**src/rtl/sync_fifo_pkg.sv**
```systemverilog
// Shared defaults and width helpers for the synchronous FIFO.
package sync_fifo_pkg;

  localparam int DEF_DATA_W   = 8;
  localparam int DEF_DEPTH    = 16;
  localparam int DEF_AE_LEVEL = 2;
  localparam int DEF_AF_LEVEL = 14;

  function automatic int ptr_w(input int depth);
    return $clog2(depth);
  endfunction

  // The count needs one extra bit so that a completely full FIFO (== depth) is representable.
  function automatic int cnt_w(input int depth);
    return $clog2(depth) + 1;
  endfunction

endpackage

```
**src/rtl/sync_fifo_mem.sv**
```systemverilog
// FIFO storage: one write port and one synchronous read port, no reset.
module sync_fifo_mem #(
  parameter int DATA_W = 8,
  parameter int DEPTH  = 16,
  parameter int AW     = 4
) (
  input  logic              clk,
  input  logic              we,
  input  logic [AW-1:0]     waddr,
  input  logic [DATA_W-1:0] wdata,
  input  logic              re,
  input  logic [AW-1:0]     raddr,
  output logic [DATA_W-1:0] rdata
);

  logic [DATA_W-1:0] mem [DEPTH];

  always_ff @(posedge clk) begin
    if (we) mem[waddr] <= wdata;
    if (re) rdata <= mem[raddr];
  end

endmodule

```
**src/rtl/sync_fifo.sv**
```systemverilog
// Single-clock FIFO with registered flags and status pulses.
// Define SYNC_FIFO_COUNT_EN to expose the occupancy as data_count.
module sync_fifo
  import sync_fifo_pkg::*;
#(
  parameter int DATA_W   = DEF_DATA_W,
  parameter int DEPTH    = DEF_DEPTH,
  parameter int AE_LEVEL = DEF_AE_LEVEL,
  parameter int AF_LEVEL = DEF_AF_LEVEL
) (
  input  logic              clk,
  input  logic              clear_n,
  input  logic              wr_en,
  input  logic [DATA_W-1:0] din,
  input  logic              rd_en,
  output logic [DATA_W-1:0] dout,
  output logic              full,
  output logic              almost_full,
  output logic              empty,
  output logic              almost_empty,
  output logic              wr_ack,
  output logic              wr_err,
  output logic              rd_ack,
  output logic              rd_err
`ifdef SYNC_FIFO_COUNT_EN
  ,
  output logic [cnt_w(DEPTH)-1:0] data_count
`endif
);

  localparam int PW = ptr_w(DEPTH);
  localparam int CW = cnt_w(DEPTH);
  localparam logic [CW-1:0] DEPTH_C = CW'(DEPTH);
  localparam logic [CW-1:0] AE_C    = CW'(AE_LEVEL);
  localparam logic [CW-1:0] AF_C    = CW'(AF_LEVEL);

  logic [PW-1:0]     wr_ptr, rd_ptr;
  logic [CW-1:0]     count, count_nxt;
  logic              wr_ok, rd_ok;
  logic              dout_clr;
  logic [DATA_W-1:0] mem_q;

  // Request semantics: wr_en/rd_en are sampled at each rising edge against the
  // pre-edge full/empty flags; an accepted request gets a one-cycle *_ack, a
  // refused one a one-cycle *_err. No request is ever held or retried.
  assign wr_ok = wr_en & ~full & clear_n;
  assign rd_ok = rd_en & ~empty & clear_n;

  always_comb begin
    count_nxt = count;
    if (wr_ok && !rd_ok)      count_nxt = count + 1'b1;
    else if (rd_ok && !wr_ok) count_nxt = count - 1'b1;
  end

  always_ff @(posedge clk) begin
    if (!clear_n) begin
      wr_ptr       <= '0;
      rd_ptr       <= '0;
      count        <= '0;
      empty        <= 1'b1;
      almost_empty <= 1'b1;
      full         <= 1'b0;
      almost_full  <= 1'b0;
      wr_ack       <= 1'b0;
      wr_err       <= 1'b0;
      rd_ack       <= 1'b0;
      rd_err       <= 1'b0;
      dout_clr     <= 1'b1;
    end else begin
      if (wr_ok) wr_ptr <= wr_ptr + 1'b1;
      if (rd_ok) rd_ptr <= rd_ptr + 1'b1;
      count        <= count_nxt;
      empty        <= (count_nxt == '0);
      full         <= (count_nxt == DEPTH_C);
      almost_empty <= (count_nxt <= AE_C);
      almost_full  <= (count_nxt >= AF_C);
      wr_ack       <= wr_ok;
      wr_err       <= wr_en & full;
      rd_ack       <= rd_ok;
      rd_err       <= rd_en & empty;
      if (rd_ok) dout_clr <= 1'b0;
    end
  end

  // The storage has no reset, so a reset-time zero is forced until the first accepted read.
  assign dout = dout_clr ? '0 : mem_q;

`ifdef SYNC_FIFO_COUNT_EN
  assign data_count = count;
`endif

  sync_fifo_mem #(
    .DATA_W (DATA_W),
    .DEPTH  (DEPTH),
    .AW     (PW)
  ) u_mem (
    .clk   (clk),
    .we    (wr_ok),
    .waddr (wr_ptr),
    .wdata (din),
    .re    (rd_ok),
    .raddr (rd_ptr),
    .rdata (mem_q)
  );

endmodule

```
**config.mk**
```make
export PLATFORM = sky130hd
export DESIGN_NAME = sync_fifo
export DESIGN_NICKNAME = d
export VERILOG_FILES = /design/src/rtl/sync_fifo_pkg.sv /design/src/rtl/sync_fifo_mem.sv /design/src/rtl/sync_fifo.sv
export SDC_FILE = /design/constraint.sdc
export NUM_CORES = 1
export LEC_CHECK = 0
export CORE_MARGIN = 2
export CORE_UTILIZATION = 60
export DETAILED_ROUTE_END_ITERATION = 8
export PLACE_DENSITY_LB_ADDON = 0.15
export SLEW_MARGIN = 30
export SYNTH_ARGS = -nofsm -noshare
export SYNTH_HDL_FRONTEND = slang
export SYNTH_SLANG_ARGS = --single-unit
```
**constraint.sdc**
```tcl
create_clock -name clk -period 2.71 [get_ports clk]
set_input_delay 0.542 -clock clk [delete_from_list [all_inputs] [get_ports clk]]
set_output_delay 0.542 -clock clk [all_outputs]
set_load 0.005 [all_outputs]
```
==> results.yml, run 1 <==
critical_path:
  critPathLaunchType: "register"
  endpoint_kind: "primary output"
  required_ns: 2.17
  crit_arrival_ns: 1.61
  crit_type: "register to primary output"
  worstPathMaxFanout: 9
finish:
  diodes: 0
  fin_nets: 403
  final_area_mm2: 0.00748
  drive_gt1_share_pct: 16.9
  most-common-layout-cells: "edfxtp_1, mux4_1, clkdlybuf4s50_1"
  final_util_pct: 72.4
  layout_commonest_cell: "edfxtp_1"
  syn_to_final_growth_pct: 16.8
clocking:
  clock-root-buffer: "clkbuf_8"
  worst_skew_pair.late_latency_ns: 0.53
  post-cts-setup-buffer-count: 0
  holdBufCountCts: 0
  path_clk_slew_ns: 0.07
  numCtsBuffers: 17
  cts_tree: "built"
  cts_resized: 0
  htreeDepth: 4
  clock_sinks: 158
  clockBufferDepth: 2
synthesis:
  synthXorXnorAreaFrac_pct: 1.49
  ys_seq_elements: 158
  synth-main-ff-cell: "edfxtp_1"
  synth-edff-count: 136
  synth_compound_area_share_pct: 1.88
  synthCells: 335
  synth.distinct_cells: 35
  synthSimpleGateAreaFrac_pct: 6.71
  avgSynthCellArea_um2: 19.1
  synth_mux_area_share_pct: 15.8
  synthAdderAreaFrac_pct: 1.37
  synthesis.area_mm2: 0.00640
  yosys_warnings: 0
  synth_fp_nets: 354
  synth_top_family_by_area: "multiplexers"
  async_reset_ff_share_pct: 0
  yosysSeqAreaShare_pct: 70.7
global_routing:
  track_usage_pct: 22.7
  grt_pass1_wl_mm: 18.2
  grt_max_degree: 36
  overflow: 0
  antenna_found_initial: 0
  grt_pass1_vias: 3212
sta:
  setup_viol: 0
  maxSlewHeadroom_pct: 54.0
  slew_violations: 0
  setup_tns_ns: 0
  finClkSkew_ns: 0.0133
  worstMarginPinSlew_ns: 0.688
  final-hold-violation-count: 0
  rsz0062_at_grt: "false"
  fin_crit_ns: 2.15
  fmax_ghz: 0.465
  fin_crit_sh_pct: 79.4
  worst_slack_ns: 0.558
status:
  status: "finished clean"
detailed_routing:
  first_pass_iters: 6
  ant_nets: 0
  post_drt_wl_per_cell_um: 22.1
  wl_mm: 11.7
  via_per_inst: 6.06
  vias: 3222
  drt_iter0_drc: 307
  drc: 0
run:
  max_cap_violations: 0
floorplanning:
  ioPinCount: 28
  dieArea_mm2: 0.0115
  start_util_pct: 62.0
  fp-row-count: 37
  die_h_um: 107
  die_x_um: 107
  coreArea_mm2: 0.0103
worst_hold_path:
  hold_path.class: "register to register"
placement:
  numPortBuffers: 27
  dpl_cell_area_mm2: 0.00690
  dp_hpwl_mm: 7.26
  dp_slack_ns: 0.146
  gp_congestion: 0.898
pwr:
  ir_drop_mv: 0.612
  total_power_mw: 5.51
  powerDensity_mw_per_mm2: 738
  leakage_nw: 2.48
==> synth_stat cells, drive strengths merged, types with 7 or more instances <==
master  count  area, um^2
nand2      17        63.8
buf         8        73.8
nor2       16        60.1
nor3        7        35.0
mux4       40        1010
and2       12        75.1
ha          7        87.6
xnor2       9        78.8
nor2b      10        62.6
dfxtp      22         440
edfxtp    136        4080
clkbuf     11        41.3
==> critical path: stages, from the launching register on <==
cell             delay, ns
dfxtp_1               0.39
nor2b_1               0.17
clkdlybuf4s50_1       0.52
==> kinds of logic after synthesis <==
family / count (synthesis)
adders and majority gates: 7
DFF: 158
muxes: 40
buffers and inverters: 23
AOI/OAI and AO/OA: 16
and+or+nand+nor: 81
xor gates and xnor gates: 10
==> through the flow <==
step | hold WS, ns | std cells
final | 0.535 | 532
after detailed placement | 0.522 | 501
after global routing | 0.566 | 532
after floorplan | 0.489 | 335
after CTS | 0.532 | 532
after global placement | 0.516 | 501
==> cell type report <==
cell class              count  area [um^2]
flip-flops and latches    158         4530
fillers                   629         2850
multi-input cells         154         1750
repair buffers             49          448
clock buffers              17          414
well taps                 136          170
clock inverters            14          159
inverters                   4         15.0
==> state kept, by name, summed over array words and instances (netlist names) <==
signal	flops
rd_err	1
almost_full	1
wr_ptr	4
wr_err	1
rd_ptr	4
dout_clr	1
u_mem.rdata	8
count	5
u_mem.mem	128
wr_ack	1
rd_ack	1
full	1
empty	1
almost_empty	1
==> power by group <==
part           internal [mW]  leakage (nW)  total [mW]  switching (mW)
Sequential              2.70          1.41        2.73          0.0373
Combinational          0.252         0.803       0.492           0.240
Clock                   1.33         0.275        2.29           0.963
Total                   4.27          2.48        5.51            1.24
==> path summary, 6_finish.rpt <==
| kind | startpoint | cells after the start | endpoint | slack [ns] |
|---|---|---|---|---|
| worst max-delay path | dout_clr$_SDFFE_PN1P_ | 2 | dout[1] | 0.56 |
| worst min-delay path | wr_ptr[1]$_SDFFE_PN0P_ | 2 | wr_ptr[1]$_SDFFE_PN0P_ | 0.54 |
| worst max register to register | rd_ptr[0]$_SDFFE_PN0P_ | 3 | u_mem.rdata[5]$_DFFE_PP_ | 0.67 |
| worst min register to register | wr_ptr[1]$_SDFFE_PN0P_ | 2 | wr_ptr[1]$_SDFFE_PN0P_ | 0.54 |
==> routing by layer <==
| layer | track usage, % | wire [um] | part of all wire (%) |
|---|---|---|---|
| met5 | 0 | 0 | 0 |
| met4 | 7.42 | 189 | 1.6 |
| met3 | 5.81 | 749 | 6.4 |
| met2 | 34.4 | 5600 | 48 |
| met1 | 33.0 | 5200 | 44 |
Power figures use the tool's default switching activity.
==> run 2, diff against run 1 <==
==> constraint.sdc (replaced) <==
create_clock -name clk -period 2 [get_ports clk]
set_input_delay 0.4 -clock clk [delete_from_list [all_inputs] [get_ports clk]]
set_output_delay 0.4 -clock clk [all_outputs]
set_load 0.005 [all_outputs]
==> results.yml, run 2 (same netlist as run 1, synthesis figures left out) <==
status:
  status: "finished clean"
global_routing:
  top_usage_layer: "met2"
  antenna_found_initial: 0
  overflow: 0
  track_usage_pct: 23.4
  grt_max_degree: 36
  grt_pass1_vias: 3235
  grt_pass1_wl_mm: 18.7
  met2_usage_pct: 37.1
  gr-usage-met1_pct: 32.7
  use_met3_pct: 5.33
pwr:
  powerDensity_mw_per_mm2: 982
  ir_drop_mv: 0.778
  leakage_nw: 2.55
clocking:
  path_clk_slew_ns: 0.06
  holdBufCountCts: 0
  clock_sinks: 158
  clock-root-buffer: "clkbuf_8"
  clockBufferDepth: 2
  worst_skew_pair.late_latency_ns: 0.53
  htreeDepth: 4
  numCtsBuffers: 17
  cts_tree: "built"
detailed_routing:
  ant_nets: 0
  wl_mm: 12.3
  vias: 3276
  first_pass_iters: 4
  drc: 0
  via_per_inst: 5.99
  drt_iter0_drc: 287
  post_drt_wl_per_cell_um: 22.5
finish:
  largest_reg_flops: 128
  final_util_pct: 73.8
  fin_nets: 417
  most-common-layout-cells: "edfxtp_1, buf_4, mux4_1, clkdlybuf4s50_1, dfxtp_1"
  diodes: 0
  layout_commonest_cell: "edfxtp_1"
  largest_registers: "u_mem.mem (128), u_mem.rdata (8), count (5)"
  drive_gt1_share_pct: 20.2
  syn_to_final_growth_pct: 19.0
  top_register: "u_mem.mem"
  stdcell_count: 547
sta:
  fin_crit_ns: 1.98
  slew_violations: 0
  finClkSkew_ns: 0.00991
  fmax_ghz: 0.505
  worstMarginPinSlew_ns: 0.599
  fin_crit_sh_pct: 99.0
  setup_viol: 0
  maxSlewHeadroom_pct: 59.9
  final-hold-violation-count: 0
  rsz0062_at_grt: "true"
floorplanning:
  dieArea_mm2: 0.0115
  coreArea_mm2: 0.0103
  ioPinCount: 28
  start_util_pct: 62.0
  fp-row-count: 37
  die_x_um: 107
  die_h_um: 107
critical_path:
  crit_family: "multiplexers"
  required_ns: 2.26
  crit_buf_inv: 1
  crit_chain: "clkbuf_16 -> mux4_1 -> mux4_2"
  critPathMaxStageDelay_ns: 0.62
  crit_arrival_ns: 2.24
  crit_slowest_cell: "mux4_1"
  critPathLaunchType: "register"
  worstPathMaxFanout: 10
  endpoint_kind: "register"
  crit_type: "register to register"
placement:
  gp_congestion: 0.837
  numPortBuffers: 27
  dp.cells: 514
  dp_hpwl_mm: 7.80
run:
  max_cap_violations: 0
worst_hold_path:
  hold_path.class: "register to register"
[run 2: cell types whose count changed in the layout (fill, tap and decap cells not counted), sizes merged]
cell and delta:
buf +13, inv -4, clkinv +5, clkbuf +1
[run 2: path summary, 6_finish.rpt]
check / startpoint / end / cells past startpoint / slack [ns]
hold / removal: dout_clr$_SDFFE_PN1P_ / dout_clr$_SDFFE_PN1P_ / 2 / 0.50
setup reg to reg: rd_ptr[0]$_SDFFE_PN0P_ / u_mem.rdata[7]$_DFFE_PP_ / 3 / 0.02
hold reg to reg: dout_clr$_SDFFE_PN1P_ / dout_clr$_SDFFE_PN1P_ / 2 / 0.50
setup / recovery: rd_ptr[0]$_SDFFE_PN0P_ / u_mem.rdata[7]$_DFFE_PP_ / 3 / 0.02
[run 2: through the flow]
stage / area, um^2 / hold WS (ns) / setup slack (ns) / power, mW / TNS, ns
after floorplan: 6400 / 0.489 / 0.0654 / 4.21 / 0
final: 7620 / 0.503 / 0.0191 / 7.48 / 0
after global placement: 7040 / 0.509 / -0.0690 / 4.47 / -1.72
after CTS: 7590 / 0.500 / -0.00865 / 7.52 / -0.0266
after detailed placement: 7040 / 0.523 / -0.183 / 4.50 / -5.36
after global routing: 7620 / 0.530 / 0.000860 / 7.73 / 0
[run 2: cell type report]
cell class / count / area, um^2
flip-flops and latches: 158 / 4530
fillers: 607 / 2710
multi-input cells: 154 / 1730
repair buffers: 63 / 608
clock buffers: 17 / 414
well taps: 136 / 170
clock inverters: 15 / 145
inverters: 4 / 15.0
[run 2: worst reg2reg max path: stages (launching register included)]
cell and delay, ns:
dfxtp_4 0.40, clkbuf_16 0.19, mux4_1 0.62, mux4_2 0.51
[run 2: what timing repair did]
item,4_1_cts,5_1_grt
resized for setup,1,4
setup endpoints to repair,4,15
buffers inserted,0,0
gates cloned,0,1
[run 2: power breakdown]
group	internal (mW)	switching, mW	leakage [nW]
Clock	1.76	1.25	0.267
Sequential	3.66	0.0564	1.41
Combinational	0.400	0.347	0.875
Total	5.82	1.65	2.55
[run 2: routing by layer]
layer	part of all wire, %	up-vias
met4	0.71	0
met3	5.7	7
met2	50	122
met1	44	1678
li1	-	1469
met5	0	-
==> run 3, diff against run 2 <==
--- a/config.mk
+++ b/config.mk
@@ -5,6 +5,7 @@
 export SDC_FILE = /design/constraint.sdc
 export NUM_CORES = 1
 export LEC_CHECK = 0
+export CAP_MARGIN = 20
 export CORE_MARGIN = 2
 export CORE_UTILIZATION = 60
 export DETAILED_ROUTE_END_ITERATION = 8
==> results of run 3 <==
No change in the layout: final DEF, timing and power equal those of run 2.
